===== src/rtl/osc_meter_pkg.sv =====
// ---------------------------------------------------------------------------
// osc_meter_pkg
// Shared definitions for the oscillator frequency meter: the measurement
// state encoding, the synchroniser depth and a helper that locates one
// channel's count inside the packed count bus.
// ---------------------------------------------------------------------------
package osc_meter_pkg;

  // Measurement sequencer states
  typedef enum logic [1:0] {
    IDLE  = 2'd0,
    CLEAR = 2'd1,
    GATE  = 2'd2,
    LATCH = 2'd3
  } meterState_t;

  // Flops in the metastability synchroniser ahead of the edge detector
  localparam int SYNC_STAGES = 2;

  // Lowest bit of channel 'ch' inside a packed bus of 'width'-bit slices
  function automatic int chanLsb(input int ch, input int width);
    return ch * width;
  endfunction

endpackage


===== src/rtl/osc_edge_sync.sv =====
// ---------------------------------------------------------------------------
// osc_edge_sync
// Brings one asynchronous oscillator bit into the clk domain and turns each
// rising edge into a single-cycle registered pulse.  A rise on i_osc shows up
// on o_edge three clk edges later.
//
// Ports:
//   clk     in   system clock
//   rst_n   in   asynchronous active-low reset
//   i_osc   in   raw oscillator bit, asynchronous to clk
//   o_edge  out  one-cycle pulse per detected rising edge
// ---------------------------------------------------------------------------
module osc_edge_sync
  import osc_meter_pkg::*;
(
  input  logic clk,
  input  logic rst_n,
  input  logic i_osc,
  output logic o_edge
);

  logic [SYNC_STAGES-1:0] r_sync;
  logic                   r_prev;
  logic                   r_edge;

  // Synchroniser chain, delayed copy of its output and the registered
  // rising-edge pulse; runs every cycle regardless of what the meter is doing
  // so that no stale edge is reported when a window opens.
  always_ff @(posedge clk or negedge rst_n) begin
    if (!rst_n) begin
      r_sync <= '0;
      r_prev <= 1'b0;
      r_edge <= 1'b0;
    end else begin
      r_sync <= {r_sync[SYNC_STAGES-2:0], i_osc};
      r_prev <= r_sync[SYNC_STAGES-1];
      r_edge <= r_sync[SYNC_STAGES-1] & ~r_prev;
    end
  end

  assign o_edge = r_edge;

endmodule


===== src/rtl/osc_freq_meter_hyst.sv =====
// ---------------------------------------------------------------------------
// osc_freq_meter_hyst
// Counts rising edges of N_CH asynchronous oscillators over a gate window of
// gate_len clk cycles, one-shot or back-to-back, with saturating counters,
// per-channel overflow flags and a hysteresis over-temperature warning.
//
// Ports:
//   clk        in   system clock
//   rst_n      in   asynchronous active-low reset
//   en         in   block enable; low aborts any measurement in progress
//   osc_in     in   raw oscillator outputs (N_CH bits)
//   start      in   one-shot trigger, only looked at while idle
//   cont       in   continuous back-to-back measurements
//   gate_len   in   window length in clk cycles, 0 behaves as 1
//   thr_hi     in   warning set threshold (count must exceed it)
//   thr_lo     in   warning clear threshold (count must fall below it)
//   count_out  out  latched counts, channel i at [i*CNT_W +: CNT_W]
//   ovf        out  channel saturated during the last window
//   warn       out  hysteresis warning per channel
//   valid      out  one-cycle pulse when count_out/ovf/warn update
//   busy       out  measurement in progress (CLEAR, GATE, LATCH)
// ---------------------------------------------------------------------------
module osc_freq_meter_hyst
  import osc_meter_pkg::*;
#(
  parameter int N_CH   = 2,
  parameter int CNT_W  = 16,
  parameter int GATE_W = 16
) (
  input  logic                    clk,
  input  logic                    rst_n,
  input  logic                    en,
  input  logic [N_CH-1:0]         osc_in,
  input  logic                    start,
  input  logic                    cont,
  input  logic [GATE_W-1:0]       gate_len,
  input  logic [CNT_W-1:0]        thr_hi,
  input  logic [CNT_W-1:0]        thr_lo,
  output logic [N_CH*CNT_W-1:0]   count_out,
  output logic [N_CH-1:0]         ovf,
  output logic [N_CH-1:0]         warn,
  output logic                    valid,
  output logic                    busy
);

  localparam logic [CNT_W-1:0]  CNT_MAX  = '1;
  localparam logic [GATE_W-1:0] GATE_ONE = GATE_W'(1);

  meterState_t             r_state;
  logic [GATE_W-1:0]       r_timer;
  logic [GATE_W-1:0]       r_gateLen;
  logic [CNT_W-1:0]        r_cnt [N_CH];
  logic [N_CH-1:0]         r_sat;
  logic [N_CH*CNT_W-1:0]   r_countOut;
  logic [N_CH-1:0]         r_ovf;
  logic [N_CH-1:0]         r_warn;
  logic                    r_valid;
  logic                    r_busy;

  logic [N_CH-1:0]         w_edge;
  logic [CNT_W-1:0]        w_cntNext [N_CH];
  logic [N_CH-1:0]         w_satNext;

  // One synchroniser/edge detector per oscillator channel
  for (genvar g = 0; g < N_CH; g++) begin : g_sync
    osc_edge_sync u_sync (
      .clk    (clk),
      .rst_n  (rst_n),
      .i_osc  (osc_in[g]),
      .o_edge (w_edge[g])
    );
  end

  // Counter values after this cycle's edge pulses.  The counter sticks at
  // its maximum and any further edge raises the saturation flag instead.
  // These are also what gets latched at the end of the window, so an edge
  // in the final gate cycle still makes it into count_out.
  always_comb begin
    for (int i = 0; i < N_CH; i++) begin
      w_cntNext[i] = r_cnt[i];
      w_satNext[i] = r_sat[i];
      if (w_edge[i]) begin
        if (r_cnt[i] == CNT_MAX) begin
          w_satNext[i] = 1'b1;
        end else begin
          w_cntNext[i] = r_cnt[i] + 1'b1;
        end
      end
    end
  end

  // Measurement sequencer: IDLE -> CLEAR -> GATE (gate_len cycles) -> LATCH,
  // looping back to CLEAR while continuous mode is on.  Dropping en sends it
  // to IDLE from anywhere without touching the reported results.  The result
  // registers, warning hysteresis and the valid strobe are all loaded on the
  // GATE -> LATCH edge so valid is high exactly during LATCH.
  always_ff @(posedge clk or negedge rst_n) begin
    if (!rst_n) begin
      r_state    <= IDLE;
      r_timer    <= '0;
      r_gateLen  <= '0;
      r_sat      <= '0;
      r_countOut <= '0;
      r_ovf      <= '0;
      r_warn     <= '0;
      r_valid    <= 1'b0;
      r_busy     <= 1'b0;
      for (int i = 0; i < N_CH; i++) begin
        r_cnt[i] <= '0;
      end
    end else begin
      r_valid <= 1'b0;
      if (!en) begin
        r_state <= IDLE;
        r_busy  <= 1'b0;
      end else begin
        case (r_state)
          IDLE: begin
            if (start || cont) begin
              r_state <= CLEAR;
              r_busy  <= 1'b1;
            end
          end
          CLEAR: begin
            r_timer   <= '0;
            r_gateLen <= (gate_len == '0) ? GATE_ONE : gate_len;
            r_sat     <= '0;
            for (int i = 0; i < N_CH; i++) begin
              r_cnt[i] <= '0;
            end
            r_state <= GATE;
          end
          GATE: begin
            r_sat <= w_satNext;
            for (int i = 0; i < N_CH; i++) begin
              r_cnt[i] <= w_cntNext[i];
            end
            if (r_timer == r_gateLen - GATE_ONE) begin
              r_state <= LATCH;
              r_valid <= 1'b1;
              r_ovf   <= w_satNext;
              for (int i = 0; i < N_CH; i++) begin
                r_countOut[chanLsb(i, CNT_W) +: CNT_W] <= w_cntNext[i];
                if (!r_warn[i] && (w_cntNext[i] > thr_hi)) begin
                  r_warn[i] <= 1'b1;
                end else if (r_warn[i] && (w_cntNext[i] < thr_lo)) begin
                  r_warn[i] <= 1'b0;
                end
              end
            end else begin
              r_timer <= r_timer + GATE_ONE;
            end
          end
          LATCH: begin
            if (cont) begin
              r_state <= CLEAR;
            end else begin
              r_state <= IDLE;
              r_busy  <= 1'b0;
            end
          end
          default: begin
            r_state <= IDLE;
            r_busy  <= 1'b0;
          end
        endcase
      end
    end
  end

  assign count_out = r_countOut;
  assign ovf       = r_ovf;
  assign warn      = r_warn;
  assign valid     = r_valid;
  assign busy      = r_busy;

endmodule

===== config.mk =====
export PLATFORM = sky130hd
export DESIGN_NAME = osc_freq_meter_hyst
export DESIGN_NICKNAME = d
export VERILOG_FILES = /design/src/rtl/osc_meter_pkg.sv /design/src/rtl/osc_edge_sync.sv /design/src/rtl/osc_freq_meter_hyst.sv
export SDC_FILE = /design/constraint.sdc
export NUM_CORES = 1
export LEC_CHECK = 0
export BUFFER_PORTS_ARGS = -buffer_cell sky130_fd_sc_hd__clkbuf_2
export CORE_ASPECT_RATIO = 1.1
export CORE_UTILIZATION = 64
export DETAILED_ROUTE_END_ITERATION = 16
export GPL_TIMING_DRIVEN = 0
export PLACE_DENSITY = 0.87
export SKIP_CTS_REPAIR_TIMING = 1
export SLEW_MARGIN = 0
export SYNTH_ARGS = -nofsm -noshare
export SYNTH_HDL_FRONTEND = slang
export SYNTH_SLANG_ARGS = --single-unit

===== constraint.sdc =====
create_clock -name clk -period 10.5 [get_ports clk]
set_clock_uncertainty 0.2 [all_clocks]
set_input_delay 0.525 -clock clk [delete_from_list [all_inputs] [get_ports clk]]
set_output_delay 0.525 -clock clk [all_outputs]
set_load 0.01 [all_outputs]

==> qor.txt <==
Status = complete, no violations
Syn_nets = 909
Cells after Synth = 783
CTS tree = yes
Placed cells = 1024
Static Leak = 4.39 nW
Via count = 6714
CP arrival = 4.35 ns
Worst-Skew Late Latency = 0.43 ns
H-Tree Depth = 4
Top_reg_cell synth = dfrtp_1
Clk pwr share = 0.362
Relative slew slack = 0.396
Vias/cell = 6.36
Router iterations before antenna repair = 5
CTS clk-pin slew, worst paths = 0.05 ns
Final Critical Period = 4.25 ns
Vias in the first global route = 6548
# IOs = 93
Chip width = 106 um
Mean post-synth cell area = 9.71 um^2
Core ar. = 11500 um^2
Worst slew pin tran = 0.906 ns
Synthesized area = 7600 um^2
Min-delay worst type = in2reg
Max Root-Sink Buffers = 2
Synth-to-Final Area Change = 15.8%
First-pass GRT wire length = 32.8 mm
Synth top area share = 0.375
Cell Count, Final, Fillers Out = 1055
DRC = 0
Max-cap violation count = 0
Initial antenna violation count = 0
Synth top area cells = dfrtp_1 (38%), ha_1 (12%), mux2_2 (5.2%)
Synth Register Bits = 114
Setup crit end kind = register
DP Wirelength = 15.3 mm
Net Sw Power = 0.502 mW
Number of synthesized flops with an enable pin = 0
Total grt overflow = 0
Post-synth ARST share = 1.00
Area leader, netlist = dfrtp_1
Fin. max-slew vios = 0
Antenna cell count = 0
Power Density = 167 nW/um^2
Antenna-violating nets left = 0
Die ar. = 12300 um^2
TritonCTS sink count = 114
Final setup viols = 0
Port Buffers = 91
Critical path peak fanout = 5
Wirelength per Cell = 19.6 um
Unrepaired setup endpoints after global routing = no
Final period util = 0.405
P_int = 0.973 mW
Die Span Y = 116 um
CTS Buf Count = 17
Clock Tree Root = clkbuf_16
Critical path required time = 10.60 ns
Layout cells sized above 1 = 0.196
Reg power frac = 0.360
DRT iter0 DRCs = 519
Synth warnings = 0
Sw frac = 0.340
Fmax = 235 MHz
Final GP Congestion = 0.992
Seq/Total Area, Yosys = 0.375
Cell row count = 41
Worst VDD drop = 128 uV
Fin. Hold Viols = 0
Initial Utilization = 0.659
Worst Path Class, Setup = reg2reg
Number of library cell types mapped by synthesis = 67
Setup TNS = 0 ns
Total Wirelength = 20.7 mm
Crit path launch type = register
Final nets = 1019
Total GRT Usage = 0.351
Largest net degree at the start of global routing = 115
Logic pwr share = 0.278
per-layer routing:
layer  up-vias  wire length [um]  GRT usage
met2       297             10400      0.616
met3        66              1220     0.0703
met5         -                 0          0
met4         0               873      0.184
li1       3106                 -          -
met1      3245              8210      0.409
layout by cell type, fill, tap and decap left out, types with 14 or more instances in the layout:
cell type	synthesis	final
dfrtp_1	114	114
clkbuf_2	0	90
ha_1	71	71
nand2_1	59	59
inv_1	41	41
nor2_1	41	41
mux2_2	35	35
nand4_1	34	34
o21ai_0	34	34
xnor2_1	29	29
a21oi_1	29	29
clkbuf_1	26	28
nand3_1	25	25
a22o_1	22	22
xor2_1	19	19
clkbuf_16	0	17
a21o_1	14	14
synthesized netlist by cell type (4+ instances only):
cell	count
a22o_1	22
a21oi_1	29
nand4_1	34
o211ai_1	10
o21a_1	4
and3_1	11
a211o_1	7
nor2b_1	9
o31ai_1	11
or3_1	10
o21ai_0	34
xnor2_1	29
mux2i_1	4
nand2b_1	6
nand2_1	59
nand3_1	25
buf_6	7
a31oi_1	6
a21o_1	14
and2_1	6
mux2_2	35
o21ai_1	7
nor2_1	41
mux2_1	12
nor4_1	12
nor3_1	12
or4_1	11
ha_1	71
clkbuf_1	26
inv_1	41
xor2_1	19
dfrtp_1	114
critical path: stages (launching register included):
cell      delay (ns)
dfrtp_1         0.43
ha_1            0.30
nand2_1         0.10
o41ai_1         0.14
nor4_1          0.76
nand3_1         0.34
nor2_1          0.19
xor2_1          0.39
ha_1            0.21
nand4_1         0.12
or2_2           0.34
nor4_1          0.31
nor2_1          0.08
o211ai_1        0.11
o211ai_1        0.11
final cells by class:
type                       count  area (um^2)
buffer                        37          198
clock buffer                  21          460
clock inverter                10         86.3
fill                         793         2740
inverter                      41          154
multi-input combinational    591         4400
sequential                   114         2850
tap                          150          188
timing repair buffer          91          464
path summary, 6_finish.rpt:
| path | start | to | slack (ns) | cells after the start |
|---|---|---|---|---|
| setup / recovery | r_cnt[0] | warn[1] | 6.25 | 14 |
| hold / removal | osc_in[0] | g_sync[0].u_sync.r_sync[0] | 0.003 | 1 |
| setup reg to reg | r_cnt[0] | warn[1] | 6.25 | 14 |
| hold reg to reg | g_sync[0].u_sync.r_sync[0] | g_sync[0].u_sync.r_sync[1] | 0.15 | 0 |
| max in group asynchronous | rst_n | warn[0] | 9.45 | 1 |
| min in group asynchronous | rst_n | busy | 0.02 | 1 |
state kept, by name (all words and copies together) (netlist names), 2 cells and up:
| register | cells |
|---|---|
| count_out | 32 |
| g_sync.u_sync.o_edge | 2 |
| g_sync.u_sync.r_prev | 2 |
| g_sync.u_sync.r_sync | 4 |
| ovf | 2 |
| r_cnt | 32 |
| r_gateLen | 16 |
| r_sat | 2 |
| r_state | 2 |
| r_timer | 16 |
| warn | 2 |
kinds of logic after synthesis:
family,count (synthesis),synth area share
flip-flops,114,0.375
AND/OR/NAND/NOR,257,0.181
buffers and inverters,78,0.0462
XOR/XNOR,48,0.0553
AO/OA/AOI/OAI,164,0.150
multiplexers,51,0.0749
adder cells (fa/ha/maj),71,0.117
metrics by stage:
stage | power, mW | instance area (um^2) | hold slack (ns) | utilization | setup slack (ns)
global route | 1.54 | 8800 | 0.000569 | 0.763 | 5.91
CTS | 1.47 | 8800 | 0.00227 | 0.763 | 6.36
global placement | 0.918 | 8250 | 0.132 | 0.715 | 6.56
detailed placement | 0.936 | 8260 | 0.137 | 0.715 | 6.41
floorplan | 0.814 | 7600 | 0.0294 | - | 7.12
finish | 1.47 | 8800 | 0.00252 | 0.763 | 6.25
power groups by stage:
stage          clock network (mW)  logic (mW)  registers, mW
2_1_floorplan                   0       0.292          0.522
3_3_place_gp                    0       0.385          0.533
3_5_place_dp                    0       0.399          0.537
4_1_cts                     0.537       0.405          0.530
5_1_grt                     0.556       0.446          0.538
6_report                    0.534       0.409          0.531
No activity file was read; power rests on OpenSTA's default activity.
